**src/rtl/mvm_sequencer_if.sv**
```systemverilog
`default_nettype none
// ============================================================================
//  Module      : mvm_sequencer_if
//  Description : Handshake bundle between the host-side MVM sequencer and the
//                sparse MVM accelerator.
//                  master : sequencer side (drives strobes, row/col/value)
//                  slave  : accelerator side (drives ready, result, toggle)
//  Signals     : mvm_start, mvm_row_val[1:0], mvm_column_val[1:0],
//                mvm_value[7:0], mvm_sending_cpu, mvm_done_list,
//                mvm_fetch_ready, mvm_output_val[7:0], mvm_sending_out
//  Revision    : 1.0  initial release
// ============================================================================
interface mvm_sequencer_if;
  logic       mvm_start;
  logic [1:0] mvm_row_val;
  logic [1:0] mvm_column_val;
  logic [7:0] mvm_value;
  logic       mvm_sending_cpu;
  logic       mvm_done_list;
  logic       mvm_fetch_ready;
  logic [7:0] mvm_output_val;
  logic       mvm_sending_out;

  modport master (
    output mvm_start,
    output mvm_row_val,
    output mvm_column_val,
    output mvm_value,
    output mvm_sending_cpu,
    output mvm_done_list,
    input  mvm_fetch_ready,
    input  mvm_output_val,
    input  mvm_sending_out
  );

  modport slave (
    input  mvm_start,
    input  mvm_row_val,
    input  mvm_column_val,
    input  mvm_value,
    input  mvm_sending_cpu,
    input  mvm_done_list,
    output mvm_fetch_ready,
    output mvm_output_val,
    output mvm_sending_out
  );
endinterface
`default_nettype wire

```
**src/rtl/mvm_sequencer.sv**
```systemverilog
`default_nettype none
// ============================================================================
//  Module      : mvm_sequencer
//  Description : Host-side controller for the sparse MVM accelerator. Holds
//                one CSR-encoded 3x3 matrix (up to MAX_NNZ entries) and a
//                3-bit spike train; on go it streams the entries, the
//                end-of-list strobe and the spike byte to the accelerator,
//                then captures the three result bytes from the accelerator's
//                toggle-signalled output stream. The matrix is retained
//                across runs.
//  Parameters  : MAX_NNZ  entry buffer depth
//                TIMEOUT  watchdog limit in cycles (watchdog builds only)
//  Build macro : MVM_SEQ_WATCHDOG_EN - enables the wait-state watchdog; when
//                undefined the waits are unbounded and error stays 0.
//  Ports       : clk, rst_n (async, active low)
//                cfg_wr/cfg_row/cfg_col/cfg_val/cfg_clr/cfg_full : buffer
//                spike_wr/spike_in                               : spike reg
//                go/busy/done/error                              : run ctrl
//                res0/res1/res2                                  : results
//                acc (mvm_sequencer_if.master)                   : accel bus
//  Revision    : 1.0  initial release
// ============================================================================
module mvm_sequencer #(
  parameter int MAX_NNZ = 9,
  parameter int TIMEOUT = 255
) (
  input  logic       clk,
  input  logic       rst_n,
  input  logic       cfg_wr,
  input  logic [1:0] cfg_row,
  input  logic [1:0] cfg_col,
  input  logic [7:0] cfg_val,
  input  logic       cfg_clr,
  output logic       cfg_full,
  input  logic       spike_wr,
  input  logic [2:0] spike_in,
  input  logic       go,
  output logic       busy,
  output logic       done,
  output logic       error,
  output logic [7:0] res0,
  output logic [7:0] res1,
  output logic [7:0] res2,
  mvm_sequencer_if.master acc
);

  localparam int                 c_idx_w   = $clog2(MAX_NNZ + 1);
  localparam logic [c_idx_w-1:0] c_max_nnz = c_idx_w'(MAX_NNZ);

  typedef enum logic [3:0] {
    IDLE       = 4'd0,
    START      = 4'd1,
    SETTLE     = 4'd2,
    SEND       = 4'd3,
    GAP        = 4'd4,
    LIST_DONE  = 4'd5,
    TRAIN_WAIT = 4'd6,
    TRAIN      = 4'd7,
    COLLECT    = 4'd8
  } state_t;

  // CSR entry storage (no reset needed: only entries below r_nnz are read)
  logic [1:0] r_ent_row [MAX_NNZ];
  logic [1:0] r_ent_col [MAX_NNZ];
  logic [7:0] r_ent_val [MAX_NNZ];

  state_t             r_state;
  logic [c_idx_w-1:0] r_nnz;
  logic [c_idx_w-1:0] r_idx;
  logic [2:0]         r_spike;
  logic               r_skip;     // TRAIN_WAIT has spent its mandatory idle cycle
  logic               r_sout_q;   // last seen level of mvm_sending_out
  logic [1:0]         r_tog;      // index of the next toggle in COLLECT
  logic               r_busy;
  logic               r_done;
  logic               r_error;
  logic [7:0]         r_res0;
  logic [7:0]         r_res1;
  logic [7:0]         r_res2;
  logic               r_start;
  logic               r_cpu;
  logic               r_list;
  logic [1:0]         r_row;
  logic [1:0]         r_col;
  logic [7:0]         r_val;

  logic w_idle;
  logic w_wr_ok;
  logic w_toggle;
  logic w_wd_expire;

  assign w_idle   = (r_state == IDLE);
  // Clear beats a simultaneous write; writes into a full buffer are dropped.
  assign w_wr_ok  = w_idle && cfg_wr && !cfg_clr && (r_nnz != c_max_nnz);
  assign w_toggle = acc.mvm_sending_out ^ r_sout_q;

`ifdef MVM_SEQ_WATCHDOG_EN
  localparam int                c_wd_w     = ($clog2(TIMEOUT + 1) > 8) ? $clog2(TIMEOUT + 1) : 8;
  localparam logic [c_wd_w-1:0] c_wd_limit = c_wd_w'(TIMEOUT - 1);

  logic [c_wd_w-1:0] r_wd_cnt;
  logic              w_wd_wait;

  // Every wait state is entered from a non-wait state, so holding the count
  // at zero outside the wait states restarts it on each state change.
  assign w_wd_wait = (r_state == GAP) || (r_state == TRAIN_WAIT) || (r_state == COLLECT);

  always_ff @(posedge clk or negedge rst_n) begin
    if (!rst_n) begin
      r_wd_cnt <= '0;
    end else if (!w_wd_wait || ((r_state == COLLECT) && w_toggle)) begin
      r_wd_cnt <= '0;
    end else begin
      r_wd_cnt <= r_wd_cnt + 1'b1;
    end
  end

  assign w_wd_expire = w_wd_wait && (r_wd_cnt == c_wd_limit);
`else
  logic w_unused_timeout;
  assign w_unused_timeout = ^TIMEOUT;
  assign w_wd_expire      = 1'b0;
`endif

  always_ff @(posedge clk) begin
    if (w_wr_ok) begin
      r_ent_row[r_nnz] <= cfg_row;
      r_ent_col[r_nnz] <= cfg_col;
      r_ent_val[r_nnz] <= cfg_val;
    end
  end

  always_ff @(posedge clk or negedge rst_n) begin
    if (!rst_n) begin
      r_state  <= IDLE;
      r_nnz    <= '0;
      r_idx    <= '0;
      r_spike  <= '0;
      r_skip   <= 1'b0;
      r_sout_q <= 1'b0;
      r_tog    <= '0;
      r_busy   <= 1'b0;
      r_done   <= 1'b0;
      r_error  <= 1'b0;
      r_res0   <= '0;
      r_res1   <= '0;
      r_res2   <= '0;
      r_start  <= 1'b0;
      r_cpu    <= 1'b0;
      r_list   <= 1'b0;
      r_row    <= '0;
      r_col    <= '0;
      r_val    <= '0;
    end else begin
      // Strobes are single-cycle: default low, raised only by their state.
      r_start <= 1'b0;
      r_cpu   <= 1'b0;
      r_list  <= 1'b0;

      case (r_state)
        IDLE: begin
          if (cfg_clr) begin
            r_nnz   <= '0;
            r_error <= 1'b0;
          end else if (w_wr_ok) begin
            r_nnz <= r_nnz + 1'b1;
          end
          if (spike_wr) begin
            r_spike <= spike_in;
          end
          if (go) begin
            r_busy  <= 1'b1;
            r_done  <= 1'b0;
            r_error <= 1'b0;
            r_idx   <= '0;
            r_state <= START;
          end
        end

        START: begin
          r_start <= 1'b1;
          r_state <= SETTLE;
        end

        SETTLE: begin
          r_state <= (r_idx < r_nnz) ? SEND : LIST_DONE;
        end

        SEND: begin
          r_cpu   <= 1'b1;
          r_row   <= r_ent_row[r_idx];
          r_col   <= r_ent_col[r_idx];
          r_val   <= r_ent_val[r_idx];
          r_idx   <= r_idx + 1'b1;
          r_state <= GAP;
        end

        GAP: begin
          if (acc.mvm_fetch_ready) begin
            r_state <= (r_idx < r_nnz) ? SEND : LIST_DONE;
          end
        end

        LIST_DONE: begin
          r_list  <= 1'b1;
          r_skip  <= 1'b0;
          r_state <= TRAIN_WAIT;
        end

        TRAIN_WAIT: begin
          // First cycle is skipped so the accelerator's ready flag reflects
          // the end-of-list strobe rather than the last entry.
          if (!r_skip) begin
            r_skip <= 1'b1;
          end else if (acc.mvm_fetch_ready) begin
            r_state <= TRAIN;
          end
        end

        TRAIN: begin
          r_cpu    <= 1'b1;
          r_val    <= {5'b0, r_spike};
          r_sout_q <= acc.mvm_sending_out;
          r_tog    <= '0;
          r_state  <= COLLECT;
        end

        COLLECT: begin
          if (w_toggle) begin
            r_sout_q <= acc.mvm_sending_out;
            r_tog    <= r_tog + 1'b1;
            // Toggle 0 marks entry into transmit with stale data: dropped.
            case (r_tog)
              2'd1: r_res0 <= acc.mvm_output_val;
              2'd2: r_res1 <= acc.mvm_output_val;
              2'd3: begin
                r_res2  <= acc.mvm_output_val;
                r_done  <= 1'b1;
                r_busy  <= 1'b0;
                r_state <= IDLE;
              end
              default: ;
            endcase
          end
        end

        default: r_state <= IDLE;
      endcase

      // Watchdog abort overrides whatever the wait state decided.
      if (w_wd_expire) begin
        r_start <= 1'b0;
        r_cpu   <= 1'b0;
        r_list  <= 1'b0;
        r_busy  <= 1'b0;
        r_done  <= 1'b0;
        r_error <= 1'b1;
        r_state <= IDLE;
      end
    end
  end

  assign cfg_full           = (r_nnz == c_max_nnz);
  assign busy               = r_busy;
  assign done               = r_done;
  assign error              = r_error;
  assign res0               = r_res0;
  assign res1               = r_res1;
  assign res2               = r_res2;
  assign acc.mvm_start       = r_start;
  assign acc.mvm_sending_cpu = r_cpu;
  assign acc.mvm_done_list   = r_list;
  assign acc.mvm_row_val     = r_row;
  assign acc.mvm_column_val  = r_col;
  assign acc.mvm_value       = r_val;

endmodule
`default_nettype wire

```
**src/flat_wrapper.sv**
```systemverilog
// flat-port wrapper written by rule: the top's interface ports become plain ports
module mvm_sequencer_flat 
#(
  parameter int MAX_NNZ = 9,
  parameter int TIMEOUT = 255
)
  (clk, rst_n, cfg_wr, cfg_row, cfg_col, cfg_val, cfg_clr, cfg_full, spike_wr, spike_in, go, busy, done, error, res0, res1, res2, acc_mvm_start, acc_mvm_row_val, acc_mvm_column_val, acc_mvm_value, acc_mvm_sending_cpu, acc_mvm_done_list, acc_mvm_fetch_ready, acc_mvm_output_val, acc_mvm_sending_out);
  mvm_sequencer_if acc_i ();
  input  logic clk;
  input  logic rst_n;
  input  logic cfg_wr;
  input  logic [1:0] cfg_row;
  input  logic [1:0] cfg_col;
  input  logic [7:0] cfg_val;
  input  logic cfg_clr;
  output logic cfg_full;
  input  logic spike_wr;
  input  logic [2:0] spike_in;
  input  logic go;
  output logic busy;
  output logic done;
  output logic error;
  output logic [7:0] res0;
  output logic [7:0] res1;
  output logic [7:0] res2;
  output wire logic [$bits(acc_i.mvm_start)-1:0] acc_mvm_start;
  output wire logic [$bits(acc_i.mvm_row_val)-1:0] acc_mvm_row_val;
  output wire logic [$bits(acc_i.mvm_column_val)-1:0] acc_mvm_column_val;
  output wire logic [$bits(acc_i.mvm_value)-1:0] acc_mvm_value;
  output wire logic [$bits(acc_i.mvm_sending_cpu)-1:0] acc_mvm_sending_cpu;
  output wire logic [$bits(acc_i.mvm_done_list)-1:0] acc_mvm_done_list;
  input wire logic [$bits(acc_i.mvm_fetch_ready)-1:0] acc_mvm_fetch_ready;
  input wire logic [$bits(acc_i.mvm_output_val)-1:0] acc_mvm_output_val;
  input wire logic [$bits(acc_i.mvm_sending_out)-1:0] acc_mvm_sending_out;
  assign acc_mvm_start = acc_i.mvm_start;
  assign acc_mvm_row_val = acc_i.mvm_row_val;
  assign acc_mvm_column_val = acc_i.mvm_column_val;
  assign acc_mvm_value = acc_i.mvm_value;
  assign acc_mvm_sending_cpu = acc_i.mvm_sending_cpu;
  assign acc_mvm_done_list = acc_i.mvm_done_list;
  assign acc_i.mvm_fetch_ready = acc_mvm_fetch_ready;
  assign acc_i.mvm_output_val = acc_mvm_output_val;
  assign acc_i.mvm_sending_out = acc_mvm_sending_out;
  mvm_sequencer #(.MAX_NNZ(MAX_NNZ), .TIMEOUT(TIMEOUT)) u_core (.clk(clk), .rst_n(rst_n), .cfg_wr(cfg_wr), .cfg_row(cfg_row), .cfg_col(cfg_col), .cfg_val(cfg_val), .cfg_clr(cfg_clr), .cfg_full(cfg_full), .spike_wr(spike_wr), .spike_in(spike_in), .go(go), .busy(busy), .done(done), .error(error), .res0(res0), .res1(res1), .res2(res2), .acc(acc_i));
endmodule
```
**config.mk**
```make
export PLATFORM = sky130hd
export DESIGN_NAME = mvm_sequencer_flat
export DESIGN_NICKNAME = d
export VERILOG_FILES = /design/src/rtl/mvm_sequencer_if.sv /design/src/rtl/mvm_sequencer.sv /design/src/flat_wrapper.sv
export SDC_FILE = /design/constraint.sdc
export NUM_CORES = 1
export LEC_CHECK = 0
export ABC_AREA = 1
export CORE_MARGIN = 10
export CORE_UTILIZATION = 32
export CTS_CLUSTER_SIZE = 16
export DETAILED_ROUTE_END_ITERATION = 8
export PLACE_DENSITY = 0.59
export SLEW_MARGIN = 40
export SYNTH_ARGS = -nofsm -noshare
export SYNTH_HDL_FRONTEND = slang
export SYNTH_SLANG_ARGS = --single-unit
```
**constraint.sdc**
```tcl
create_clock -name clk -period 2.1 [get_ports clk]
set_input_delay 0.42 -clock clk [delete_from_list [all_inputs] [get_ports clk]]
set_output_delay 0.42 -clock clk [all_outputs]
set_load 0.02 [all_outputs]
```
==> Yosys cells after proc, flatten, opt, wreduce, memory -nomap -nowiden <==
Memories as Yosys holds them, arrays and structs flattened. A register that Yosys moved wholly into a read port is not among the register bits.
Cells that the tools add are included.
{ "totals": {"elab_cells": 102, "ramBits": 108, "inputBits": 31, "reg_bits": 57, "n_memories": 3} }
{ "op_classes": {"n_reduce_logical": 25, "n_addsub": 3, "n_eq_ne": 19, "bitwise": 1, "n_mux": 33, "magnitude_cmp": 1} }
{ "mem_list": {"columns": ["name", "depth", "width", "rd", "rd_clocked_by_memory_dff", "wr", "line_no", "rtl"], "rows": [
  ["u_core.r_ent_val", 9, 8, 1, 0, 1, "mvm_sequencer.sv:65", "logic [7:0] r_ent_val [MAX_NNZ];"],
  ["u_core.r_ent_col", 9, 2, 1, 1, 1, "mvm_sequencer.sv:64", "logic [1:0] r_ent_col [MAX_NNZ];"],
  ["u_core.r_ent_row", 9, 2, 1, 1, 1, "mvm_sequencer.sv:63", "logic [1:0] r_ent_row [MAX_NNZ];"]
]} }
{ "op_table": {"columns": ["cell", "n"], "rows": [
  ["4-bit two-way mux", 9],
  ["4-bit case mux with 9 select lines", 1],
  ["4-bit by 3-bit equality test with 1-bit output (second input constant)", 4],
  ["8-bit case mux with 2 select lines", 1],
  ["1-bit two-way mux", 14],
  ["2-bit nonzero test", 7],
  ["2-bit AND reduction", 5],
  ["3-bit AND reduction", 3],
  ["4-bit by 1-bit adder with 4-bit output (second input constant)", 2],
  ["4-bit by 2-bit equality test with 1-bit output (second input constant)", 2],
  ["4-bit equality test (second input constant)", 2],
  ["1-bit case mux with 2 select lines", 4],
  ["4-bit case mux with 2 select lines", 1],
  ["2-bit by 1-bit inequality test with 1-bit output (second input constant)", 3],
  ["2-bit inequality test (second input constant)", 3],
  ["6-bit AND reduction", 1],
  ["2-bit equality test (second input constant)", 2],
  ["4-bit by 1-bit equality test with 1-bit output (second input constant)", 1],
  ["4-bit logical NOT", 1],
  ["4-bit < comparator", 1],
  ["4-bit inequality test (second input constant)", 1],
  ["2-bit case mux with 2 select lines", 1],
  ["4-bit AND reduction", 1],
  ["1-bit logical AND", 3],
  ["other kinds (7)", 9]
]} }

==> Depth between registers and ports, before layout <==
{ "logic_depth": {"word_depth": 6, "depth_mapped": 11} }

==> Worst setup path after synthesis <==
OpenSTA, ideal clock, no wires.
{ "synth_timing": {"kind": "flip-flop to flip-flop", "startpoint": "reg u_core.r_nnz[1]", "endpoint": "mem u_core.r_ent_col[1][0] (enable)", "setup_time_ps": 396, "path_slack_ps": -241, "stages_incl_launch_ff": 8, "n_path_buf": 0, "t_arrival_ps": 1945, "path_cell_list": "dfrtp_1 -> inv_1 -> ha_1 -> nand3_1 -> nand2_1 -> nor3_2 -> inv_1 -> nor3_1"} }
{ "synth_via": {"elab_chain_len": 4} }
{ "synth_rtl": {"columns": ["element", "line_no", "rtl"], "rows": [
  ["start: declaration", "mvm_sequencer.sv:68", "logic [c_idx_w-1:0] r_nnz;"],
  ["start signal: assignment", "mvm_sequencer.sv:166", "r_nnz <= r_nnz + 1'b1;"],
  ["4-bit inequality test", "mvm_sequencer.sv:94", "assign w_wr_ok = w_idle && cfg_wr && !cfg_clr && (r_nnz != c_max_nnz);"],
  ["1-bit logical AND", "mvm_sequencer.sv:94", null],
  ["1-bit two-way mux", "mvm_sequencer.sv:126", "if (w_wr_ok) begin"],
  ["1-bit two-way mux (implied by the code)", "mvm_sequencer.sv:128", "r_ent_col[r_nnz] <= cfg_col;"],
  ["end: declaration", "mvm_sequencer.sv:64", null]
]} }
Several ways; a longest one is shown, not always the timed one.

==> Final worst setup path <==
{ "layout_timing": {"startpoint": "reg u_core.r_nnz[1]", "endpoint": "mem u_core.r_ent_col[0][1] (enable)"} }
The elaborated chain is that of the path after synthesis.

==> results.cfg <==
[placed_design]
io_buffers = 72
place.gp.congestion = 0.850
dpl.cell_count = 1038
dp.final_hpwl_um = 13200

[final_layout]
insertedDiodeCount = 0
nets = 819
multi_input_comb_area_um2 = 2130
drive_above_1_share_pct = 10.5
nFillCells = 2083
seq_area_um2 = 4740
syn2layout_area_growth_pct = 24.9
fin_cells = 1070

[routing]
drc = 0
viasPerCell = 4.79
initialDrtViolationCount = 457
vias = 5126
firstDrtPassIters = 4
wire_per_inst_um = 17.4
drtAntennaViolNets = 0
wl_um = 18700

[synthesis]
ys_top_cells_by_area = edfxtp_1 (45%), dfrtp_1 (21%), nand2_1 (11%)
synth_seq_cells = 168
syn-num-nets = 730
avgSynthCellArea_um2 = 10.5
yosysTopAreaCell = edfxtp_1
syn-instance-count = 688
synthDominantCellAreaShare_pct = 45.1
synth_area_um2 = 7190
seq_area_frac_synth_pct = 66.0
synthArstFlopShare_pct = 35.7
synth_common_cells = nand2_1 (220), edfxtp_1 (108), nand3_1 (78), dfrtp_1 (60), inv_1 (50)
yosysUniqueCellTypes = 35
synth_ff_type = edfxtp_1
synth_edf_count = 108
yosysWarnings = 0
synth_most_common_cell = nand2_1

[clock_tree]
cts_tree = done
path_clk_slew_ns = 0.07
htree_levels = 4
cts_hold_buf = 0
clockRootBuffer = clkbuf_16
clk-insertion-delay-late_ns = 0.43
clk_path_buf_depth = 2
cts_buffers = 17
clkSinkCount = 168

[run_status]
failed_checks = negative hold slack
status = finished with violations

[pwr]
power_switching_uw = 3990
pwr-share-comb_pct = 33.0
intPower_uw = 6930
ir_worst_vdd_uv = 577
swShare_pct = 36.5
p_per_area_nw_per_um2 = 1220
leakagePower_uw = 0.00379
seqPwrFrac_pct = 38.1
share_clk_of_total_power_pct = 28.8

[floorplan]
core_region_area_um2 = 22000
die_x_um = 170
rows = 54
ioPinCount = 74
dieHeight_um = 170
initial_utilization_pct = 32.8
dieArea_um2 = 28900

[worst_setup_path]
worstSetupPathType = reg2reg
end_kind = register
crit_path_start_kind = register
worst-r2r-cell-count = 8
crit_fanout = 12
required_ns = 2.25
crit_arrival_ns = 2.08

[global_route]
grt.overflow.total = 0
grt_pass1_vias = 4951
antenna_found_initial = 0
grt_max_degree = 61
grt_pass1_wl_um = 28800
gr-usage-all-layers_pct = 13.0

[timing]
worstMarginPinSlew_ns = 0.550
finClkSkew_ns = 0.0126
timing.fmax_mhz = 516
finalSetupViolCount = 0
fin_crit_sh_pct = 92.2
hold_ws_ns = -0.00774
slew_viol_final = 0
rsz0062_at_grt = false
slew_headroom_pct = 63.2
finalCriticalPeriod_ns = 1.94
finalHoldViolations = 6

[run]
cap_violations = 0

[hold_path]
min_path_type = in2async
==> repair_timing <==
item | in CTS | in global routing
hold endpoints to repair | 0 | 0
buffers inserted | 0 | 0
setup endpoints to repair | 1 | 28
gates resized for setup | 1 | 4
==> worst max-delay path, stage by stage (launching register included) <==
cell and delay (ns):
dfrtp_1 0.41, inv_1 0.10, ha_1 0.21, nand3_1 0.11, nand2_1 0.11, nor3_4 0.18, nand2_1 0.15, nor2_1 0.22
buf_12 0.18
==> state kept, by name (all words and copies together) (netlist names), 2 cells and up <==
name / flops
u_core.res1: 8
u_core.r_spike: 3
u_core.r_tog: 2
u_core.r_idx: 4
u_core.acc.mvm_value: 8
u_core.r_state: 4
u_core.r_ent_col: 18
u_core.r_nnz: 4
u_core.acc.mvm_column_val: 2
u_core.acc.mvm_row_val: 2
u_core.res2: 8
u_core.r_ent_val: 72
u_core.res0: 8
u_core.r_ent_row: 18
==> final cells by class <==
class | instances | share of cell area, %
Multi-Input combinational cell | 440 | 23.7
Timing Repair Buffer | 96 | 10.7
Clock inverter | 15 | 1.84
Sequential cell | 168 | 52.8
Clock buffer | 17 | 4.73
Tap cell | 280 | 3.90
Inverter | 54 | 2.26
==> logic make-up after synthesis <==
kind of cell	Yosys count	synth area share [%]
AO/OA/AOI/OAI	64	4.77
XOR/XNOR	3	0.365
adder cells (fa/ha/maj)	11	1.91
buffers and inverters	80	5.08
flip-flops	168	66.0
multiplexers	3	0.470
other	1	0.0521
AND/OR/NAND/NOR	358	21.4
==> final timing paths <==
check	startpoint	end	slack, ns
setup / recovery	u_core.r_nnz[1]	u_core.r_ent_col[0][1]	0.16
min in group clk	u_core.acc.mvm_value[0]	u_core.acc.mvm_value[0]	0.49
max in group asynchronous	rst_n	u_core.acc.mvm_value[3]	1.83
hold / removal	rst_n	u_core.res2[3]	-0.008
setup reg to reg	u_core.r_nnz[1]	u_core.r_ent_col[0][1]	0.16
hold reg to reg	u_core.acc.mvm_value[0]	u_core.acc.mvm_value[0]	0.49
==> cells in the final DEF (no fill, tap or decap), drive strengths merged, types with 3 or more instances in the layout <==
cell type / netlist / final
a21oi: 12 / 12
buf: 20 / 25
clkbuf: 6 / 18
clkdlybuf4s50: 0 / 70
clkinv: 0 / 4
clkinvlp: 0 / 3
dfrtp: 60 / 60
edfxtp: 108 / 108
ha: 11 / 11
inv: 54 / 60
mux2: 3 / 3
nand2: 225 / 225
nand3: 78 / 78
nor2: 42 / 42
nor3: 9 / 9
o211ai: 4 / 4
o21ai: 43 / 43
==> per-layer routing <==
layer | routed length [um] | track usage (%)
met4 | 203 | 3.36
met5 | 0 | 0
met3 | 1350 | 4.00
met2 | 8630 | 20.6
met1 | 8460 | 17.1
==> through the flow <==
step	util, %	setup slack (ns)	instance area (um^2)	power (uW)	setup TNS, ns
floorplan	-	-0.241	7200	6450	-16.31
global placement	38.2	0.0356	8390	7830	0
detailed placement	38.2	0.0378	8390	7850	0
CTS	40.9	0.00525	8980	11000	0
global route	40.9	0.0182	8990	11600	0
finish	40.9	0.163	8990	10900	0
==> power by group through the flow <==
stage	sequential [uW]	clock (uW)	combinational, uW
CTS	4160	3200	3640
global placement	4230	0	3600
detailed placement	4220	0	3630
floorplan	4340	0	2120
finish	4160	3150	3610
global route	4200	3340	4040
Power figures use the tool's default switching activity.
